==> config.mk <==
export PLATFORM = sky130hd
export DESIGN_NAME = vga_2bit_pattern_gen
export DESIGN_NICKNAME = d
export VERILOG_FILES = /design/src/rtl/vga_timing_pkg.sv /design/src/rtl/vga_timing_counter.sv /design/src/rtl/vga_2bit_pattern_gen.sv
export SDC_FILE = /design/constraint.sdc
export NUM_CORES = 1
export LEC_CHECK = 0
export CELL_PAD_IN_SITES_DETAIL_PLACEMENT = 1
export CELL_PAD_IN_SITES_GLOBAL_PLACEMENT = 1
export CORE_UTILIZATION = 50
export DETAILED_ROUTE_END_ITERATION = 8
export GPL_TIMING_DRIVEN = 1
export PLACE_DENSITY_LB_ADDON = 0.1
export SETUP_SLACK_MARGIN = 0.1
export SYNTH_ARGS = -nofsm -noshare
export SYNTH_HDL_FRONTEND = slang
export SYNTH_SLANG_ARGS = --single-unit
==> constraint.sdc <==
create_clock -name clk -period 3.9 [get_ports clk]
set_input_delay 0.585 -clock clk [delete_from_list [all_inputs] [get_ports clk]]
set_output_delay 0.585 -clock clk [all_outputs]
set_load 0.01 [all_outputs]
==> src/rtl/vga_timing_pkg.sv <==
// vga_timing_pkg: shared 800x600@60 timing constants, counter widths and pattern select type
package vga_timing_pkg;
    localparam int VGA_H_VISIBLE = 800;
    localparam int VGA_H_FRONT   = 40;
    localparam int VGA_H_SYNC    = 128;
    localparam int VGA_H_BACK    = 88;
    localparam int VGA_H_TOTAL   = VGA_H_VISIBLE + VGA_H_FRONT + VGA_H_SYNC + VGA_H_BACK;
    localparam int VGA_V_VISIBLE = 600;
    localparam int VGA_V_FRONT   = 1;
    localparam int VGA_V_SYNC    = 4;
    localparam int VGA_V_BACK    = 23;
    localparam int VGA_V_TOTAL   = VGA_V_VISIBLE + VGA_V_FRONT + VGA_V_SYNC + VGA_V_BACK;
    localparam logic VGA_SYNC_POL = 1'b1;
    localparam int HW = 11;
    localparam int VW = 10;
    typedef enum logic {PAT_BARS = 1'b0, PAT_CHECK = 1'b1} pat_e;
endpackage

==> src/rtl/vga_timing_counter.sv <==
// vga_timing_counter: horizontal/vertical pixel counters with raw (unregistered) sync, blank and frame start
// Ports:
//   clk, reset_n     pixel clock, asynchronous active-low reset
//   hcnt_o, vcnt_o   current pixel column / line
//   frame_start_o    high while the counters sit at pixel (0,0)
//   hs_o, vs_o       raw syncs at SYNC_POL when active
//   blank_o          raw blank, 1 outside the visible area
module vga_timing_counter
    import vga_timing_pkg::*;
#(
    parameter int   H_VISIBLE = VGA_H_VISIBLE,
    parameter int   H_FRONT   = VGA_H_FRONT,
    parameter int   H_SYNC    = VGA_H_SYNC,
    parameter int   H_BACK    = VGA_H_BACK,
    parameter int   V_VISIBLE = VGA_V_VISIBLE,
    parameter int   V_FRONT   = VGA_V_FRONT,
    parameter int   V_SYNC    = VGA_V_SYNC,
    parameter int   V_BACK    = VGA_V_BACK,
    parameter logic SYNC_POL  = VGA_SYNC_POL
) (
    input  logic          clk,
    input  logic          reset_n,
    output logic [HW-1:0] hcnt_o,
    output logic [VW-1:0] vcnt_o,
    output logic          frame_start_o,
    output logic          hs_o,
    output logic          vs_o,
    output logic          blank_o
);
    localparam int H_TOTAL = H_VISIBLE + H_FRONT + H_SYNC + H_BACK;
    localparam int V_TOTAL = V_VISIBLE + V_FRONT + V_SYNC + V_BACK;
    logic [HW-1:0] hcnt_q, hcnt_d;
    logic [VW-1:0] vcnt_q, vcnt_d;
    logic          h_last, v_last;
    always_comb begin
        h_last        = hcnt_q == HW'(H_TOTAL - 1);
        v_last        = vcnt_q == VW'(V_TOTAL - 1);
        hcnt_d        = h_last ? '0 : hcnt_q + 1'b1;
        vcnt_d        = !h_last ? vcnt_q : (v_last ? '0 : vcnt_q + 1'b1);
        frame_start_o = hcnt_q == '0 && vcnt_q == '0;
        hs_o          = (hcnt_q >= HW'(H_VISIBLE + H_FRONT) &&
                         hcnt_q <  HW'(H_VISIBLE + H_FRONT + H_SYNC)) ? SYNC_POL : ~SYNC_POL;
        vs_o          = (vcnt_q >= VW'(V_VISIBLE + V_FRONT) &&
                         vcnt_q <  VW'(V_VISIBLE + V_FRONT + V_SYNC)) ? SYNC_POL : ~SYNC_POL;
        blank_o       = !(hcnt_q < HW'(H_VISIBLE) && vcnt_q < VW'(V_VISIBLE));
    end
    always_ff @(posedge clk or negedge reset_n) begin
        if (!reset_n) begin
            hcnt_q <= '0;
            vcnt_q <= '0;
        end else begin
            hcnt_q <= hcnt_d;
            vcnt_q <= vcnt_d;
        end
    end
    assign hcnt_o = hcnt_q;
    assign vcnt_o = vcnt_q;
endmodule

==> src/rtl/vga_2bit_pattern_gen.sv <==
// vga_2bit_pattern_gen: 800x600@60 VGA timing with colour-bar / ramp-checker test pattern, 2 bits per channel
// Ports:
//   clk, reset_n   40 MHz pixel clock, asynchronous active-low reset
//   Hs, Vs         registered syncs (SYNC_POL when active)
//   Blank          registered blank, 1 = blanking interval
//   R, G, B        registered 2-bit colour levels, 0 while blanked
//   SEL            pattern select, taken only at frame start (0 = bars, 1 = ramp/checker)
// Option: define VGA_SEL_SYNC_EN to pass SEL through a 2-flop synchronizer first.
module vga_2bit_pattern_gen
    import vga_timing_pkg::*;
#(
    parameter int   H_VISIBLE = VGA_H_VISIBLE,
    parameter int   H_FRONT   = VGA_H_FRONT,
    parameter int   H_SYNC    = VGA_H_SYNC,
    parameter int   H_BACK    = VGA_H_BACK,
    parameter int   V_VISIBLE = VGA_V_VISIBLE,
    parameter int   V_FRONT   = VGA_V_FRONT,
    parameter int   V_SYNC    = VGA_V_SYNC,
    parameter int   V_BACK    = VGA_V_BACK,
    parameter logic SYNC_POL  = VGA_SYNC_POL
) (
    input  logic       clk,
    input  logic       reset_n,
    output logic       Hs,
    output logic       Vs,
    output logic       Blank,
    output logic [1:0] R,
    output logic [1:0] G,
    output logic [1:0] B,
    input  logic       SEL
);
    localparam int H_TOTAL = H_VISIBLE + H_FRONT + H_SYNC + H_BACK;
    localparam int BAR_W   = H_VISIBLE / 8;
    localparam int BW      = $clog2(BAR_W + 1);
    logic [HW-1:0] hcnt;
    logic [VW-1:0] vcnt;
    logic          frame_start, hs_raw, vs_raw, blank_raw;
    logic          sel_src, vcnt_unused, bar_end, line_end;
    pat_e          sel_q, sel_d;
    logic [2:0]    bar_q, bar_d;
    logic [BW-1:0] bpix_q, bpix_d;
    logic          hs_q, vs_q, blank_q;
    logic [1:0]    r_q, g_q, b_q, r_d, g_d, b_d;
    vga_timing_counter #(
        .H_VISIBLE(H_VISIBLE), .H_FRONT(H_FRONT), .H_SYNC(H_SYNC), .H_BACK(H_BACK),
        .V_VISIBLE(V_VISIBLE), .V_FRONT(V_FRONT), .V_SYNC(V_SYNC), .V_BACK(V_BACK),
        .SYNC_POL(SYNC_POL)
    ) u_cnt (
        .clk(clk), .reset_n(reset_n), .hcnt_o(hcnt), .vcnt_o(vcnt),
        .frame_start_o(frame_start), .hs_o(hs_raw), .vs_o(vs_raw), .blank_o(blank_raw)
    );
    assign vcnt_unused = ^{vcnt[VW-1:8], vcnt[5:0]};
`ifdef VGA_SEL_SYNC_EN
    logic [1:0] sync_q;
    always_ff @(posedge clk or negedge reset_n) begin
        if (!reset_n) sync_q <= '0;
        else          sync_q <= {sync_q[0], SEL};
    end
    assign sel_src = sync_q[1];
`else
    assign sel_src = SEL;
`endif
    // bar_q tracks hcnt / BAR_W using a per-bar pixel counter; it keeps wrapping
    // past the visible area, which is harmless because RGB is blanked there.
    always_comb begin
        sel_d    = frame_start ? pat_e'(sel_src) : sel_q;
        line_end = hcnt == HW'(H_TOTAL - 1);
        bar_end  = bpix_q == BW'(BAR_W - 1);
        bpix_d   = (line_end || bar_end) ? '0 : bpix_q + 1'b1;
        bar_d    = line_end ? '0 : bar_q + {2'b00, bar_end};
        r_d      = blank_raw ? 2'b00 : (sel_d == PAT_CHECK) ? hcnt[7:6] : {2{bar_q[2]}};
        g_d      = blank_raw ? 2'b00 : (sel_d == PAT_CHECK) ? vcnt[7:6] : {2{bar_q[1]}};
        b_d      = blank_raw ? 2'b00 : (sel_d == PAT_CHECK) ? {2{hcnt[6] ^ vcnt[6]}} : {2{bar_q[0]}};
    end
    always_ff @(posedge clk or negedge reset_n) begin
        if (!reset_n) begin
            sel_q   <= PAT_BARS;
            bar_q   <= '0;
            bpix_q  <= '0;
            hs_q    <= ~SYNC_POL;
            vs_q    <= ~SYNC_POL;
            blank_q <= 1'b1;
            r_q     <= '0;
            g_q     <= '0;
            b_q     <= '0;
        end else begin
            sel_q   <= sel_d;
            bar_q   <= bar_d;
            bpix_q  <= bpix_d;
            hs_q    <= hs_raw;
            vs_q    <= vs_raw;
            blank_q <= blank_raw;
            r_q     <= r_d;
            g_q     <= g_d;
            b_q     <= b_d;
        end
    end
    assign Hs    = hs_q;
    assign Vs    = vs_q;
    assign Blank = blank_q;
    assign R     = r_q;
    assign G     = g_q;
    assign B     = b_q;
endmodule

After elaboration in Yosys (flattened, before gate mapping):

Cells that the tools add are included.

* register bits after elaboration: 41
* output and inout port bits: 9
* word-level logic and storage cells: 46
* bits of input ports: 3

* bitwise logic cells: 1
* magnitude comparators: 6
* reductions and logical operators: 8
* eq/ne operators: 3
* add/sub/neg operators: 4
* muxes and demuxes: 13

Operator list (count)
* less-than comparator 11 x 10 -> 1 bit (second input constant): 2
* less-than comparator 10 bit (second input constant): 2
* 2-to-1 mux 2 bit: 6
* adder 11 x 1 -> 11 bit (second input constant): 1
* equality test 11 bit (second input constant): 1
* greater-or-equal comparator 11 x 10 -> 1 bit (second input constant): 1
* logical NOT 11 bit: 1
* 2-to-1 mux 11 bit: 1
* adder 10 x 1 -> 10 bit (second input constant): 1
* equality test 10 bit (second input constant): 1
* greater-or-equal comparator 10 bit (second input constant): 1
* logical NOT 10 bit: 1
* 2-to-1 mux 10 bit: 1
* adder 7 x 1 -> 7 bit (second input constant): 1
* equality test 7 bit (second input constant): 1
* 2-to-1 mux 7 bit: 1
* logical AND 1 bit: 4
* adder 3 x 1 -> 3 bit: 1
* 2-to-1 mux 1 bit: 3
* 2-to-1 mux 3 bit: 1
* logical NOT 1 bit: 1
* logical OR 1 bit: 1
* bitwise XOR 1 bit: 1

Depth between registers and ports, before layout:

Gate-level depths: netlist of run 1.

* word-level depth: 5
* gate-level depth with buffers: 7
* gate-level depth less buffers: 7

Hierarchy:

A second synthesis of run 1 with hierarchy kept.

* cell total of the unflattened synthesis: 197
* area, all modules: 2008.2 µm²

By module, submodules not included
* vga_timing_counter: cells each 130, sequential area each 525.5 µm², area an instance 1211.2 µm², instances 1
* vga_2bit_pattern_gen: cells each 67, sequential area each 476.7 µm², area an instance 797.0 µm², instances 1

Worst setup path after synthesis of run 1:

Ideal clock, no wire load.

* kind: register to register
* start: reg u_cnt.vcnt_q[0], in the netlist u_cnt.vcnt_o[0]
* end: reg g_q[0], in the netlist G[0]
* data arrival time: 1.637 ns
* buffers on the path: 0
* cell stages (with the launch flop): 7
* data required time: 3.818 ns
* period minus slack after synthesis: 1.719 ns
* slack: 2.181 ns
* setup time: 0.082 ns
* cells stage by stage: dfrtp_1 -> inv_1 -> ha_1 -> and4bb_2 -> nand4_1 -> or4_1 -> a31oi_1

* cells in the longest elaborated chain, start to end: 5
* elaborated cells on any way between the ends: 7
* classes of those cells: order compare: 1; mux: 3; reduce/logical: 3

Ends and longest elaborated chain
* start: declaration: line vga_timing_counter.sv:33 `logic [VW-1:0] vcnt_q, vcnt_d;`
* start signal: assignment: line vga_timing_counter.sv:53 `vcnt_q <= vcnt_d;`
* parallel branches: the longest is 4 deep, another holds less-than comparator 10 bit
* 2-to-1 mux 2 bit (*): line vga_2bit_pattern_gen.sv:72 `g_d = blank_raw ? 2'b00 : (sel_d == PAT_CHECK) ? vcnt[7:6] : {2{bar_q[1]}};`
* net g_d[0]: line vga_2bit_pattern_gen.sv:43 `logic [1:0] r_q, g_q, b_q, r_d, g_d, b_d;`
* end signal: assignment: line vga_2bit_pattern_gen.sv:94 `g_q <= g_d;`
* end: declaration: line vga_2bit_pattern_gen.sv:43

Mark *: on every way through the listed nets, which the timed path passes.
A chain may end at the register's enable or synchronous reset.

Worst setup path after layout of run 1:

* start: reg u_cnt.hcnt_q[0], in the netlist u_cnt.hcnt_o[0]
* end: reg u_cnt.vcnt_q[9], in the netlist u_cnt.vcnt_o[9]

* cells in the longest elaborated chain, start to end: 1

Ends and longest elaborated chain
* start: declaration: line vga_timing_counter.sv:32 `logic [HW-1:0] hcnt_q, hcnt_d;`
* start signal: assignment: line vga_timing_counter.sv:52 `hcnt_q <= hcnt_d;`
* equality test 11 bit: line vga_timing_counter.sv:36 `h_last = hcnt_q == HW'(H_TOTAL - 1);`

No other way between the ends.

==> results of run 1 <==
-- path summary, 6_finish.rpt --
kind / cells after the start / startpoint / end
max in group asynchronous: 1 / reset_n / bpix_q[2]
min: 1 / reset_n / R[0]
max: 5 / u_cnt.hcnt_o[0] / u_cnt.vcnt_o[9]
max reg2reg: 5 / u_cnt.hcnt_o[0] / u_cnt.vcnt_o[9]
min in group clk: 1 / bpix_q[0] / bpix_q[0]
min reg2reg: 1 / bpix_q[0] / bpix_q[0]
-- cell families after synthesis --
group | count (synthesis)
buffers and inverters | 21
multiplexers | 2
AO/OA/AOI/OAI | 27
XOR/XNOR | 20
flip-flops | 40
AND/OR/NAND/NOR | 83
adder cells (fa/ha/maj) | 8
-- per-stage QoR --
| stage | cell area, um2 | power, uW | utilization | std cells | worst slack, ns |
|---|---|---|---|---|---|
| 4_1_cts | 2240 | 770 | 0.594 | 258 | 1.71 |
| 3_3_place_gp | 2130 | 434 | 0.564 | 250 | 1.88 |
| 2_1_floorplan | 2020 | 425 | - | 201 | 2.18 |
| 5_1_grt | 2240 | 789 | 0.594 | 258 | 1.53 |
| 6_report | 2240 | 760 | 0.594 | 258 | 1.70 |
| 3_5_place_dp | 2130 | 435 | 0.564 | 250 | 1.71 |
-- synthesized netlist by cell type (2+ instances only) --
cell / n
ha_1: 8
o31ai_1: 2
nand2_1: 13
nor3_1: 5
nand3_1: 11
xnor2_1: 9
inv_1: 11
nand4_1: 7
clkbuf_1: 3
buf_2: 3
a211o_1: 2
dfrtp_1: 39
buf_4: 3
a21oi_1: 3
a31oi_1: 7
xor2_1: 11
or4_1: 4
and2_1: 3
nor2_1: 25
o21ai_0: 8
and3_1: 5
-- power by group through the flow --
stage | sequential, uW | combinational (uW) | clock (uW)
finish | 416 | 9.90 | 334
global route | 416 | 12.1 | 360
CTS | 416 | 10.6 | 343
detailed placement | 424 | 10.7 | 0
global placement | 424 | 10.1 | 0
floorplan | 423 | 2.03 | 0
-- worst reg2reg max path: cells and delay by family (launching register included) --
family / cells / cell delay (ns)
fa+ha+maj: 1 / 0.24
simple gates: 3 / 1.28
mux: 1 / 0.22
flops: 1 / 0.40
-- routing by layer --
metal,vias up,wire length [um],GRT usage
met5,-,0,0
met4,0,58,0.0924
met3,4,103,0.0469
met2,21,2130,0.399
met1,788,1910,0.289
li1,714,-,-
-- cell type report --
class	instances	area, um2
clock buffers	5	68.8
clock inverters	3	42.5
fillers	423	1530
inverters	11	41.3
multi-input cells	140	918
flip-flops and latches	40	1000
well taps	48	60.1
repair buffers	11	105
-- registers in the layout, summed over array words and instances (netlist names) --
register,count
Hs,1
sel_q,1
Blank,1
bar_q,3
u_cnt.vcnt_o,10
R,2
Vs,1
B,1
bpix_q,7
G,2
u_cnt.hcnt_o,11
==> results_dict.tcl, run 1 <==
set metrics [dict create \
    outcome "finished, final reports clean" \
    switching_share 0.203 \
    synthCells 201 \
    cts.clk_slew.worst_paths_ns 0.08 \
    synthToLayoutAreaGrowth_pct 11.0 \
    switchingPower_uw 154 \
    synth.avg_cell_area_um2 10.0 \
    grt_usage 0.234 \
    antennaDiodeCount 0 \
    tightest_slew_ns 0.858 \
    htree_levels 2 \
    grt_pass1_wl_mm 7.51 \
    crit_slowest_cell "nor4_1" \
    path_delay_family "simple AND/OR/NAND/NOR gates" \
    pwr-share-comb 0.013 \
    synthArstFlopShare 1.00 \
    initial_core_util 0.535 \
    antenna_found_initial 0 \
    hold_ws_ns 0.397 \
    die_area_um2 4290 \
    nets 220 \
    synth.area.top_cells "dfrtp_1 (48%), ha_1 (5.0%), xor2_1 (4.8%)" \
    p_per_area_nw_per_um2 339 \
    cts_setup_buffers 0 \
    crit_arrival_ns 2.42 \
    ys_types 40 \
    grt_overflow 0 \
    synth.area.mux_share 0.0106 \
    synth_xor_area_frac 0.0869 \
    synthFlopType "dfrtp_1" \
    cts.repair.resized 0 \
    fp.dieH_um 65.5 \
    drv_cap 0 \
    rsz0062_at_grt "no" \
    grt_pass1_vias 1588 \
    drt_iter0_markers 57 \
    synth_top_area_share 0.484 \
    finalCriticalPeriod_ns 2.20 \
    timing.critical_path.fanout_max 14 \
    crit_type "flip-flop to flip-flop" \
    synth_top_family_by_area "simple AND/OR/NAND/NOR gates" \
    synth_area_um2 2020 \
    clk_latency_ns 0.29 \
    wl_mm 4.20 \
    finalSetupViolations 0 \
    leakage_uw 0.000984 \
    synth-simple-area-share 0.222 \
    final.period_utilization 0.564 \
    antenna_left 0 \
    synth_top_area_cell "dfrtp_1" \
    yosys_warnings 0 \
    end_kind "flip-flop" \
    finalClockSkew_ns 0.00711 \
    peakVddDrop_mv 0.219 \
    rows 22 \
    crit_chain "ha_1 > and4_4 > nand4_1 > nor4_1 > mux2i_1" \
    finalHoldViolCount 0 \
    drv_slew 0 \
    core_area_um2 3770 \
    ctsRootBufferMaster "clkbuf_8" \
    drc_errors 0 \
    synth_compound_area_frac 0.0863 \
    clock_sinks 40 \
    power_frac_seq 0.548 \
    cts_tree "yes" \
    hp-class "input pin to async pin" \
    clock_path_buffers 2 \
    routed_via_density 5.92 \
    synth_edf_count 0 \
    die_w_um 65.5 \
    grt_max_degree 41 \
    cts_buffers 5 \
    fin_tns_setup_ns 0 \
    postCtsHoldBufs 0 \
    relSlewSlack 0.428 \
    drive_above_1_share 0.0905 \
    required_ns 4.12 \
    dp_hpwl_mm 3.04 \
    mostFrequentLayoutCell "dfrtp_1" \
    io_pins 12 \
    port_buffers 11 \
    vias 1527 \
    timing.fmax_ghz 0.455 \
    cpPeakStageDelay_ns 0.52 \
    syn_nets 212 \
    crit_path_start_kind "flip-flop" \
    r2r_slack_ns 1.70 \
    gp_congestion 0.788 \
    final_cell_mix "dfrtp_1 (39), nor2_1 (25), nand2_1 (13)" \
    critical_path_buf_inv_count 0 \
    synth_fa_ha_area_frac 0.0497 \
    ys_ff_latch 40 \
    synth-seq-area-share 0.497 \
    first_pass_iters 4 \
    p_clk_frac 0.439 \
    routedWlPerCell_um 16.3 \
    p_int_uw 606 \
]
Power figures use the tool's default switching activity.
==> run 2: changes to the inputs <==
--- a/config.mk
+++ b/config.mk
@@ -7,7 +7,7 @@
 export LEC_CHECK = 0
 export CELL_PAD_IN_SITES_DETAIL_PLACEMENT = 1
 export CELL_PAD_IN_SITES_GLOBAL_PLACEMENT = 1
-export CORE_UTILIZATION = 50
+export CORE_UTILIZATION = 46
 export DETAILED_ROUTE_END_ITERATION = 8
 export GPL_TIMING_DRIVEN = 1
 export PLACE_DENSITY_LB_ADDON = 0.1
==> constraint.sdc (replaced) <==
create_clock -name clk -period 2.3 [get_ports clk]
set_input_delay 0.345 -clock clk [delete_from_list [all_inputs] [get_ports clk]]
set_output_delay 0.345 -clock clk [all_outputs]
set_load 0.01 [all_outputs]
==> run 2 against run 1 <==
Clock-buffer cell count increased by 1. First-iteration DRC count shrank 30%. Wire length down 0.21%. Register-to-register slack worse by 1.4 ns. Sequential cell count unchanged. Cell area about the same. Hold slack lost 0.23 ns. Global-route usage down 2.1 points. Sequential share of layout area about the same. Clock skew barely moved.
==> results_dict.tcl, run 2 (synthesized netlist as in run 1, its figures left out) <==
set metrics [dict create \
    outcome "finished, final reports clean" \
    clk_latency_ns 0.29 \
    tightest_slew_ns 0.874 \
    drt_iter0_markers 40 \
    hp-class "input pin to async pin" \
    leakage_uw 0.000991 \
    largest_reg_flops 11 \
    crit_chain "inv_1 > ha_1 > and4bb_2 > nand4_1 > or4_1 > a31oi_1" \
    timing.critical_path.fanout_max 7 \
    ctsRootBufferMaster "clkbuf_8" \
    clock_sinks 40 \
    required_ns 2.51 \
    cts_buffers 5 \
    hold_ws_ns 0.168 \
    grt_max_degree 41 \
    setup_slack_ns 0.290 \
    clock_path_buffers 2 \
    drive_above_1_share 0.0991 \
    synthToLayoutAreaGrowth_pct 11.0 \
    antenna_found_initial 0 \
    port_buffers 11 \
    finalHoldViolCount 0 \
    gp_congestion 0.806 \
    crit_arrival_ns 2.22 \
    rsz0062_at_grt "no" \
    p_per_area_nw_per_um2 536 \
    drc_errors 0 \
    wl_mm 4.20 \
    cts_tree "yes" \
    vias 1489 \
    timing.fmax_ghz 0.498 \
    placed_cell_area_um2 2140 \
    grt_usage 0.213 \
    nets 222 \
    cts.clk_slew.worst_paths_ns 0.07 \
    drv_slew 0 \
    crit_type "flip-flop to flip-flop" \
    num-fill-cells 463 \
    final_cell_mix "dfrtp_1 (39), nor2_1 (25), nand2_1 (13)" \
    first_pass_iters 4 \
    dp_hpwl_mm 3.02 \
    die_w_um 68.2 \
    finalCriticalPeriod_ns 2.01 \
    crit_path_start_kind "flip-flop" \
    grt_pass1_vias 1520 \
    end_kind "flip-flop" \
    grt_overflow 0 \
    mostFrequentLayoutCell "dfrtp_1" \
    design_area_um2 2240 \
    final.period_utilization 0.874 \
    dp_slack_ns 0.296 \
    cts_setup_buffers 0 \
    grt_pass1_wl_mm 7.16 \
    rows 23 \
    htree_levels 2 \
    initial_core_util 0.490 \
    cts.repair.resized 0 \
    postCtsHoldBufs 0 \
    finalClockSkew_ns 0.00717 \
    routedWlPerCell_um 16.0 \
    die_area_um2 4650 \
    antennaDiodeCount 0 \
    antenna_left 0 \
    power_uw 1200 \
    routed_via_density 5.68 \
    cpPeakStageDelay_ns 0.50 \
    core_area_um2 4120 \
    finalSetupViolations 0 \
    drv_cap 0 \
    peakVddDrop_mv 0.349 \
    crit_slowest_cell "or4_1" \
    relSlewSlack 0.417 \
    fp.dieH_um 68.2 \
    io_pins 12 \
    fin_tns_setup_ns 0 \
]
-- run 2: changes by cell type in the layout (fill, tap and decap cells not counted), sizes merged --
cell	delta
clkbuf	+1
clkinvlp	-1
buf	+2
clkinv	+1
bufinv	-1
-- run 2: layout make-up --
| type | count | area (um2) | area share |
|---|---|---|---|
| sequential | 40 | 1000 | 0.448 |
| multi-input combinational | 140 | 918 | 0.411 |
| timing repair buffer | 13 | 120 | 0.0537 |
| clock buffer | 6 | 82.6 | 0.0369 |
| tap | 50 | 62.6 | 0.0280 |
| inverter | 11 | 41.3 | 0.0185 |
| clock inverter | 2 | 10.0 | 0.00447 |
-- run 2: through the flow --
step                       util  instances
final                     0.544        262
after global placement    0.521        254
after global routing      0.544        262
after detailed placement  0.521        254
after floorplan               -        201
after CTS                 0.544        262
-- run 2: path summary, 6_finish.rpt --
| kind | depth (start not counted) | endpoint | slack, ns | start |
|---|---|---|---|---|
| max in group asynchronous | 1 | u_cnt.vcnt_o[9] | 1.59 | reset_n |
| worst min register to register | 1 | bpix_q[0] | 0.47 | bpix_q[0] |
| worst max register to register | 6 | R[0] | 0.29 | u_cnt.vcnt_o[0] |
| worst max-delay path | 6 | R[0] | 0.29 | u_cnt.vcnt_o[0] |
| worst min-delay path | 1 | R[0] | 0.17 | reset_n |
| min in group clk | 1 | bpix_q[0] | 0.47 | bpix_q[0] |
-- run 2: worst max-delay path: cells and delay by family (launching register included) --
kind / cells / cell delay (ns)
compound gates: 1 / 0.19
fa+ha+maj: 1 / 0.20
buf+inv: 1 / 0.13
flops: 1 / 0.43
simple gates: 3 / 0.97
-- run 2: report_power, final --
group / internal (uW) / leakage, uW / total [uW] / switching, uW
registers: 704 / 0.000524 / 706 / 2.04
logic: 2.80 / 0.000416 / 17.0 / 14.2
clock network: 239 / 0.0000510 / 476 / 236
total: 946 / 0.000991 / 1200 / 253
-- run 2: per-layer routing --
metal	vias to the layer above	wire length, um	part of all wire	global-route usage
met5	-	0	0	0
met1	747	1980	0.47	0.272
li1	715	-	-	-
met2	22	2060	0.49	0.353
met4	0	47	0.011	0.0703
met3	5	107	0.026	0.0500
==> run 3: changes to the inputs <==
--- a/config.mk
+++ b/config.mk
@@ -8,6 +8,7 @@
 export CELL_PAD_IN_SITES_DETAIL_PLACEMENT = 1
 export CELL_PAD_IN_SITES_GLOBAL_PLACEMENT = 1
 export CORE_UTILIZATION = 46
+export CTS_CLUSTER_DIAMETER = 30
 export DETAILED_ROUTE_END_ITERATION = 8
 export GPL_TIMING_DRIVEN = 1
 export PLACE_DENSITY_LB_ADDON = 0.1
==> results of run 3 <==
The final DEF is identical to that of run 2; final timing and power are the same.
